<file path="config.mk">
export PLATFORM = sky130hd
export DESIGN_NAME = snake_tick_scheduler_flat
export DESIGN_NICKNAME = d
export VERILOG_FILES = /design/src/rtl/snake_tick_scheduler_if.sv /design/src/rtl/snake_tick_scheduler.sv /design/src/flat_wrapper.sv
export SDC_FILE = /design/constraint.sdc
export NUM_CORES = 1
export LEC_CHECK = 0
export BUFFER_PORTS_ARGS = -buffer_cell sky130_fd_sc_hd__buf_2
export CAP_MARGIN = 20
export CORE_MARGIN = 5
export CORE_UTILIZATION = 65
export DETAILED_ROUTE_END_ITERATION = 7
export PLACE_DENSITY = 0.81
export SLEW_MARGIN = 0
export SYNTH_ARGS = -nofsm -noshare
export SYNTH_HDL_FRONTEND = slang
export SYNTH_SLANG_ARGS = --single-unit
</file>
<file path="constraint.sdc">
create_clock -name CLK -period 4.8 [get_ports CLK]
set_input_delay 0.96 -clock CLK [delete_from_list [all_inputs] [get_ports CLK]]
set_output_delay 0.96 -clock CLK [all_outputs]
set_load 0.1 [all_outputs]
</file>
<file path="src/rtl/snake_tick_scheduler_if.sv">
// Handshake bundle between the tick scheduler, the PmodJSTK SPI
// controller and the game-state FSM.
interface snake_tick_scheduler_if;
   logic       EN;
   logic [3:0] LEVEL;
   logic       SPI_BUSY;
   logic       MOVE_ACK;
   logic       CLR_OVR;
   logic       SPI_START;
   logic       MOVE_REQ;
   logic [7:0] OVR_CNT;
   logic       BUSY;

   modport master (
      output EN, LEVEL, SPI_BUSY, MOVE_ACK, CLR_OVR,
      input  SPI_START, MOVE_REQ, OVR_CNT, BUSY
   );

   modport slave (
      input  EN, LEVEL, SPI_BUSY, MOVE_ACK, CLR_OVR,
      output SPI_START, MOVE_REQ, OVR_CNT, BUSY
   );
endinterface

</file>
<file path="src/rtl/snake_tick_scheduler.sv">
// Snake game tick scheduler: joystick poll and move-step enables,
// every move preceded by a fresh SPI joystick sample.
module snake_tick_scheduler #(
   parameter int POLL_PERIOD      = 20_000_000,
   parameter int BASE_MOVE_PERIOD = 25_000_000,
   parameter int STEP_PERIOD      = 2_000_000,
   parameter int MIN_MOVE_PERIOD  = 5_000_000,
   parameter int BUSY_TIMEOUT     = 16,
   parameter int CW               = 25
) (
   input logic                   CLK,
   input logic                   RESETN,
   snake_tick_scheduler_if.slave bus
);

   localparam int PW = CW + 4;
   localparam int TW = $clog2(BUSY_TIMEOUT) + 1;
   localparam logic [PW-1:0] BASE_P = PW'(BASE_MOVE_PERIOD);
   localparam logic [PW-1:0] MIN_P  = PW'(MIN_MOVE_PERIOD);
   localparam logic [PW-1:0] SPAN_P = BASE_P - MIN_P;
   localparam logic [CW-1:0] POLL_RELOAD = CW'(POLL_PERIOD - 1);
   localparam logic [CW-1:0] MOVE_INIT   = CW'(BASE_MOVE_PERIOD - 1);
   localparam logic [TW-1:0] TMO_LAST    = TW'(BUSY_TIMEOUT - 1);

   typedef enum logic [2:0] {
      IDLE, START, WAIT_HI, WAIT_LO, MOVE
   } state_e;

   state_e        state_q, state_d;
   logic [CW-1:0] poll_cnt_q, poll_cnt_d;
   logic [CW-1:0] move_cnt_q, move_cnt_d;
   logic [TW-1:0] tmr_q, tmr_d;
   logic          mv_q, mv_d;
   logic          move_pend_q, move_pend_d;
   logic          poll_pend_q, poll_pend_d;
   logic [7:0]    ovr_q, ovr_d;
   logic          spi_start_q, spi_start_d;
   logic          move_req_q, move_req_d;
   logic          busy_q, busy_d;

   logic [PW-1:0] lvl_prod;
   logic [PW-1:0] move_period;
   logic [CW-1:0] move_reload;
   logic          poll_exp;
   logic          move_exp;
   logic          go;

   // Clamp before subtracting so the period never wraps below the floor
   always_comb begin
      lvl_prod    = PW'(bus.LEVEL) * PW'(STEP_PERIOD);
      move_period = (lvl_prod >= SPAN_P) ? MIN_P : BASE_P - lvl_prod;
      move_reload = CW'(move_period - PW'(1));
   end

   always_comb begin
      poll_exp   = bus.EN && (poll_cnt_q == '0);
      move_exp   = bus.EN && (move_cnt_q == '0);
      poll_cnt_d = poll_cnt_q;
      move_cnt_d = move_cnt_q;
      if (bus.EN) begin
         poll_cnt_d = poll_exp ? POLL_RELOAD : poll_cnt_q - 1'b1;
         move_cnt_d = move_exp ? move_reload : move_cnt_q - 1'b1;
      end
   end

   always_comb begin
      state_d = state_q;
      mv_d    = mv_q;
      tmr_d   = '0;
      go      = (state_q == IDLE) && bus.EN &&
                (move_pend_q || poll_pend_q);
      unique case (state_q)
         IDLE: begin
            if (go) begin
               state_d = START;
               mv_d    = move_pend_q;
            end
         end
         START: state_d = WAIT_HI;
         WAIT_HI: begin
            if (bus.SPI_BUSY) begin
               state_d = WAIT_LO;
            end else if (tmr_q == TMO_LAST) begin
               state_d = mv_q ? MOVE : IDLE;
            end else begin
               tmr_d = tmr_q + 1'b1;
            end
         end
         WAIT_LO: begin
            if (!bus.SPI_BUSY) state_d = mv_q ? MOVE : IDLE;
         end
         MOVE: begin
            if (bus.MOVE_ACK) state_d = IDLE;
         end
         default: state_d = IDLE;
      endcase
   end

   // One poll serves both: launching any sequence consumes poll_pend
   always_comb begin
      move_pend_d = move_pend_q;
      poll_pend_d = poll_pend_q;
      ovr_d       = ovr_q;
      if (go && move_pend_q) move_pend_d = 1'b0;
      if (move_exp) move_pend_d = 1'b1;
      if (poll_exp && state_q == IDLE) poll_pend_d = 1'b1;
      if (go) poll_pend_d = 1'b0;
      if (move_exp && move_pend_q && ovr_q != 8'hFF) ovr_d = ovr_q + 1'b1;
      if (bus.CLR_OVR) ovr_d = '0;
   end

   always_comb begin
      spi_start_d = (state_q == START);
      move_req_d  = (state_d == MOVE);
      busy_d      = (state_d != IDLE);
   end

   always_ff @(posedge CLK or negedge RESETN) begin
      if (!RESETN) begin
         state_q     <= IDLE;
         poll_cnt_q  <= POLL_RELOAD;
         move_cnt_q  <= MOVE_INIT;
         tmr_q       <= '0;
         mv_q        <= 1'b0;
         move_pend_q <= 1'b0;
         poll_pend_q <= 1'b0;
         ovr_q       <= '0;
         spi_start_q <= 1'b0;
         move_req_q  <= 1'b0;
         busy_q      <= 1'b0;
      end else begin
         state_q     <= state_d;
         poll_cnt_q  <= poll_cnt_d;
         move_cnt_q  <= move_cnt_d;
         tmr_q       <= tmr_d;
         mv_q        <= mv_d;
         move_pend_q <= move_pend_d;
         poll_pend_q <= poll_pend_d;
         ovr_q       <= ovr_d;
         spi_start_q <= spi_start_d;
         move_req_q  <= move_req_d;
         busy_q      <= busy_d;
      end
   end

   assign bus.SPI_START = spi_start_q;
   assign bus.MOVE_REQ  = move_req_q;
   assign bus.OVR_CNT   = ovr_q;
   assign bus.BUSY      = busy_q;

endmodule

</file>
<file path="src/flat_wrapper.sv">
// flat-port wrapper written by rule: the top's interface ports become plain ports
module snake_tick_scheduler_flat 
#(
   parameter int POLL_PERIOD      = 20_000_000,
   parameter int BASE_MOVE_PERIOD = 25_000_000,
   parameter int STEP_PERIOD      = 2_000_000,
   parameter int MIN_MOVE_PERIOD  = 5_000_000,
   parameter int BUSY_TIMEOUT     = 16,
   parameter int CW               = 25
)
  (CLK, RESETN, bus_EN, bus_LEVEL, bus_SPI_BUSY, bus_MOVE_ACK, bus_CLR_OVR, bus_SPI_START, bus_MOVE_REQ, bus_OVR_CNT, bus_BUSY);
  snake_tick_scheduler_if bus_i ();
  input logic CLK;
  input logic RESETN;
  input wire logic [$bits(bus_i.EN)-1:0] bus_EN;
  input wire logic [$bits(bus_i.LEVEL)-1:0] bus_LEVEL;
  input wire logic [$bits(bus_i.SPI_BUSY)-1:0] bus_SPI_BUSY;
  input wire logic [$bits(bus_i.MOVE_ACK)-1:0] bus_MOVE_ACK;
  input wire logic [$bits(bus_i.CLR_OVR)-1:0] bus_CLR_OVR;
  output wire logic [$bits(bus_i.SPI_START)-1:0] bus_SPI_START;
  output wire logic [$bits(bus_i.MOVE_REQ)-1:0] bus_MOVE_REQ;
  output wire logic [$bits(bus_i.OVR_CNT)-1:0] bus_OVR_CNT;
  output wire logic [$bits(bus_i.BUSY)-1:0] bus_BUSY;
  assign bus_i.EN = bus_EN;
  assign bus_i.LEVEL = bus_LEVEL;
  assign bus_i.SPI_BUSY = bus_SPI_BUSY;
  assign bus_i.MOVE_ACK = bus_MOVE_ACK;
  assign bus_i.CLR_OVR = bus_CLR_OVR;
  assign bus_SPI_START = bus_i.SPI_START;
  assign bus_MOVE_REQ = bus_i.MOVE_REQ;
  assign bus_OVR_CNT = bus_i.OVR_CNT;
  assign bus_BUSY = bus_i.BUSY;
  snake_tick_scheduler #(.POLL_PERIOD(POLL_PERIOD), .BASE_MOVE_PERIOD(BASE_MOVE_PERIOD), .STEP_PERIOD(STEP_PERIOD), .MIN_MOVE_PERIOD(MIN_MOVE_PERIOD), .BUSY_TIMEOUT(BUSY_TIMEOUT), .CW(CW)) u_core (.CLK(CLK), .RESETN(RESETN), .bus(bus_i));
endmodule
</file>
# == Word level (Yosys, flattened, before mapping) ==
# Cells that the tools add are included.
# word_totals
regBits,72
in_bits,10
elab_cells,62
out_inout_bits,11
# classes
muxes,19
n_lt_le_gt_ge,1
reduce_logical,17
n_eq_ne,7
mul,1
addsub,6
# op_table
cell,n
2-to-1 mux 25 bit,3
subtractor 25 x 1 -> 25 bit (second input constant),3
zero test 25 bit,2
>= comparator 25 bit (second input constant),1
subtractor 25 bit (first input constant),1
multiplier 4 x 14 -> 18 bit (second input constant),1
2-to-1 mux 3 bit,6
2-to-1 mux 8 bit,2
2-to-1 mux 5 bit,3
one-hot mux 3 bit (5 select lines),1
adder 8 x 1 -> 8 bit (second input constant),1
logical AND 1 bit,8
inequality test 8 bit (second input constant),1
== test 3 x 2 -> 1 bit (second input constant),2
== test 3 bit (second input constant),2
nonzero test 2 bit,3
adder 5 x 1 -> 5 bit (second input constant),1
== test 5 x 4 -> 1 bit (second input constant),1
2-to-1 mux 1 bit,4
== test 3 x 1 -> 1 bit (second input constant),1
zero test 3 bit,1
nonzero test 3 bit,1
AND reduction 2 bit,1
logical OR 1 bit,1

# == Longest topological paths before layout ==
# depth
depth_word,6
ltp_mapped,15
ltp_nobuf,14

# == Least setup slack after synthesis ==
# Ideal clock, no wire load.
# synth_path
kind,input-to-reg
start,input port bus_LEVEL[1]
end,register u_core.move_cnt_q[23]
path_buffers,1
t_arrival_ns,4.722
setup_ns,0.065
cell_stages,15
path_slack_ns,0.013
required_time_ns,4.735
cell_sequence,buf_6 > inv_1 > ha_1 > fa_1 > inv_1 > fa_1 > xor2_1 > or3b_2 > a2111oi_2 > a41oi_1 > a211oi_2 > o21bai_1 > or4b_1 > o32a_1 > nand2_1
# synth_via
elab_chain_cells,5
elab_cells_between_ends,6
classes_between,add/sub: 2; mul: 1; order compare: 1; mux: 2
# synth_lines
item,line,rtl
from (decl),flat_wrapper.sv:16,input wire logic [$bits(bus_i.LEVEL)-1:0] bus_LEVEL;
multiplier 4 x 14 -> 18 bit (*),snake_tick_scheduler.sv:50,lvl_prod = PW'(bus.LEVEL) * PW'(STEP_PERIOD);
subtractor 25 bit or >= comparator 25 bit (tied branches),snake_tick_scheduler.sv:51,move_period = (lvl_prod >= SPAN_P) ? MIN_P : BASE_P - lvl_prod;
2-to-1 mux 25 bit (*),snake_tick_scheduler.sv:51,
subtractor 25 x 1 -> 25 bit (*),snake_tick_scheduler.sv:52,move_reload = CW'(move_period - PW'(1));
2-to-1 mux 25 bit (*),snake_tick_scheduler.sv:62,move_cnt_d = move_exp ? move_reload : move_cnt_q - 1'b1;
to (signal assigned),snake_tick_scheduler.sv:134,move_cnt_q <= move_cnt_d;
to (decl),snake_tick_scheduler.sv:31,"logic [CW-1:0] move_cnt_q, move_cnt_d;"
# Mark *: on every way between the ends. The rest lies on a longest branch, timed or not.
# A chain may end at the register's enable or synchronous reset.

# == Worst setup path in the final report ==
# Ends and elaborated chain as after synthesis.

==> flow_summary.yaml <==
synth:
  ys_seq_area_share_pct: 37.8
  syn-cell-area_sq_mm: 0.00487
  synthFlopType: "dfrtp_1"
  avgSynthCellArea_sq_um: 9.30
  synth-async-reset-ratio_pct: 100
  syn_nets: 563
  netlist_instances: 524
  synth_edf_count: 0
  ys_ff_latch: 72
  yosysUniqueCellTypes: 77
  ys_warn_count: 0
timing:
  finalCritPeriodShare_pct: 95.4
  fmax_mhz: 218
  hold_viol: 0
  drv_slew: 0
  grt_setup_unrepaired: "no"
  slew_headroom_pct: 43.0
  period_minus_slack_ns: 4.58
  tightest_slew_ns: 0.852
  finClkSkew_ns: 0.0109
  setup_viol: 0
global_routing:
  antenna_found_initial: 0
  grtUsageMet3_pct: 4.03
  grt_use_met1_pct: 33.3
  overflow: 0
  busiest_layer: "met2"
  grt_max_degree: 40
  gr-usage-met2_pct: 44.3
  first_global_vias: 4119
  grt_pass1_wl_mm: 18.9
  grt_usage_pct: 25.9
run:
  maxCapViolations: 0
final_layout:
  final_cell_area_sq_mm: 0.00549
  final_util_pct: 75.3
  final_nets: 615
  fin_cells: 680
  area_delta_synth_final_pct: 12.8
  n_antenna_cell: 0
  layout-drive-gt1-share_pct: 23.1
worst_setup_path:
  critPathKind: "primary input to flop"
  critical_path.slowest_cell: "fa_1"
  worstPathCellList: "buf_2 -> fa_1 -> inv_1 -> fa_1 -> inv_1 -> ha_1 -> buf_4 -> o21a_1 -> nand4b_1 -> nand4_2 -> buf_4 -> a211oi_1 -> o211a_1 -> o22ai_2 -> or4b_1 -> o32a_1 -> nand2_1"
  slowest_delay_ns: 0.56
  required_ns: 5.10
  arrival_ns: 4.87
  end_kind: "flop"
  critPathMaxFanout: 4
  r2r_slack_ns: 1.76
  cp-start-kind: "primary input"
drt:
  routedWlPerCell_um: 16.3
  drtPass1Iterations: 5
  wl_mm: 11.1
  viasPerCell: 6.03
  drcViolationCount: 0
  vias: 4098
  drt-initial-drc-count: 422
  route.antenna.remaining_nets: 0
placement:
  dpl_cell_area_sq_mm: 0.00526
  portBuffers: 20
  gp_congestion: 0.893
  hpwl_mm: 8.25
  place_inst: 662
clock_network:
  cts_hold_buf: 0
  clkTransAtPathRegs_ns: 0.08
  root_buffer: "clkbuf_8"
  clock_path_buffers: 2
  cts_sinks: 72
  cts_tree: "yes"
  htree_num_levels: 3
  numCtsBuffers: 9
  clock_latency_ns: 0.35
pwr:
  cellPowerDensity_mw_per_mm2: 434
  ir_drop_mv: 0.189
  p_leak_nw: 2.38
floorplan:
  die_h_um: 96.6
  rows: 31
  initial_utilization_pct: 66.8
  core_sq_mm: 0.00729
  die_area_sq_mm: 0.00933
  io_pins: 21
  die-width_um: 96.6
hold_path:
  min_path_type: "flop to flop"
status:
  outcome: "completed"
## worst max-delay path, delay by kind of cell
kind                       cells  cell delay [ns]
and+or+nand+nor                4             0.82
adders and majority gates      3             1.38
AOI/OAI and AO/OA              5             1.13
buffers and inverters          5             0.57
## per-stage QoR
step	worst slack, ns	total power, mW	setup TNS [ns]	hold slack, ns
final	0.222	2.38	0	0.473
after global routing	0.0180	2.52	0	0.488
after CTS	0.200	2.37	0	0.475
after detailed placement	-0.175	1.86	-0.709	0.463
after global placement	-0.0662	1.81	-0.0762	0.453
after floorplan	0.0126	1.61	0	0.440
## synth_stat cells (3+ instances only)
cell type   n  area share (%)
nor2_1     61             4.7
nand2_1    44             3.4
dfrtp_1    40              21
xnor2_1    34             6.1
nor3_1     33             3.4
dfstp_2    32              17
xor2_1     26             4.7
ha_1       24             6.2
inv_1      22             1.7
a21oi_1    20             2.1
o21ai_0    20             2.1
nand3_1    15             1.5
nor4_1     11             1.4
nand4_1    10             1.3
or3_1       8             1.0
nor2b_1     7            0.90
and3_1      5            0.64
buf_6       5             1.2
clkbuf_1    5            0.39
fa_1        5             2.1
nand2b_1    5            0.64
mux2i_1     4            0.82
or2_2       4            0.51
a41oi_1     3            0.54
and2_1      3            0.39
buf_1       3            0.23
mux2_2      3            0.69
nand4b_1    3            0.54
nor3b_1     3            0.46
o21ai_1     3            0.31
## timing repair
action                                  in CTS  in global routing
endpoints found under the setup margin       0                  8
resized for setup                            0                  5
buffers inserted                             0                  2
## area by class of cell
type | instances | area, sq um
clock buffer | 9 | 124
timing repair buffer | 55 | 363
tap | 99 | 124
fill | 535 | 1800
inverter | 22 | 82.6
multi-input combinational | 416 | 2880
clock inverter | 7 | 80.1
sequential | 72 | 1840
## cell usage in the layout (no fill, tap or decap), drive strengths merged, types with 4 or more instances in the layout
cell type / instances
fa: 5
nand2: 44
xnor2: 34
nor2: 61
dfrtp: 40
dfstp: 32
and3: 6
xor2: 26
nand4: 11
nand3: 15
a21oi: 20
a211oi: 4
ha: 24
nor4: 12
nor3: 34
o21ai: 23
inv: 24
buf: 55
or3: 8
or2: 4
nor2b: 7
clkbuf: 9
nand2b: 5
a21o: 4
mux2i: 5
## where the power goes
part | total, mW | switching (mW) | leakage (nW) | internal [mW]
registers | 1.02 | 0.178 | 0.870 | 0.847
clock network | 0.503 | 0.257 | 0.102 | 0.246
logic | 0.856 | 0.482 | 1.41 | 0.375
total | 2.38 | 0.916 | 2.38 | 1.47
## worst paths after layout
check,from,depth (start not counted),to
min reg2reg,u_core.poll_cnt_q[24]$_DFFE_PN1P_,2,u_core.poll_cnt_q[24]$_DFFE_PN1P_
max reg2reg,u_core.move_cnt_q[7]$_DFFE_PN0P_,11,u_core.move_cnt_q[20]$_DFFE_PN1P_
min in group asynchronous,RESETN,1,u_core.tmr_q[2]$_DFF_PN0_
max in group asynchronous,RESETN,2,u_core.move_cnt_q[14]$_DFFE_PN1P_
min,u_core.poll_cnt_q[24]$_DFFE_PN1P_,2,u_core.poll_cnt_q[24]$_DFFE_PN1P_
max,bus_LEVEL[1],17,u_core.move_cnt_q[23]$_DFFE_PN0P_
## kinds of logic after synthesis
logic type	synth area share, %
simple gates	24.3
mux	1.80
xor+xnor	10.8
flops	37.8
buf+inv	3.57
fa+ha+maj	8.22
compound gates	13.5
## flip-flops by register name (all words and copies together) (netlist names), 3 cells and up
signal              flops
u_core.move_cnt_q      25
u_core.state_q          3
u_core.tmr_q            5
u_core.poll_cnt_q      25
u_core.bus.OVR_CNT      8
## layer usage
layer / up-vias / wire [um]
met5: - / 0
met4: 0 / 155
met3: 16 / 475
met2: 104 / 5610
met1: 1998 / 4810
li1: 1980 / -
(Power assumes the default switching activity.)
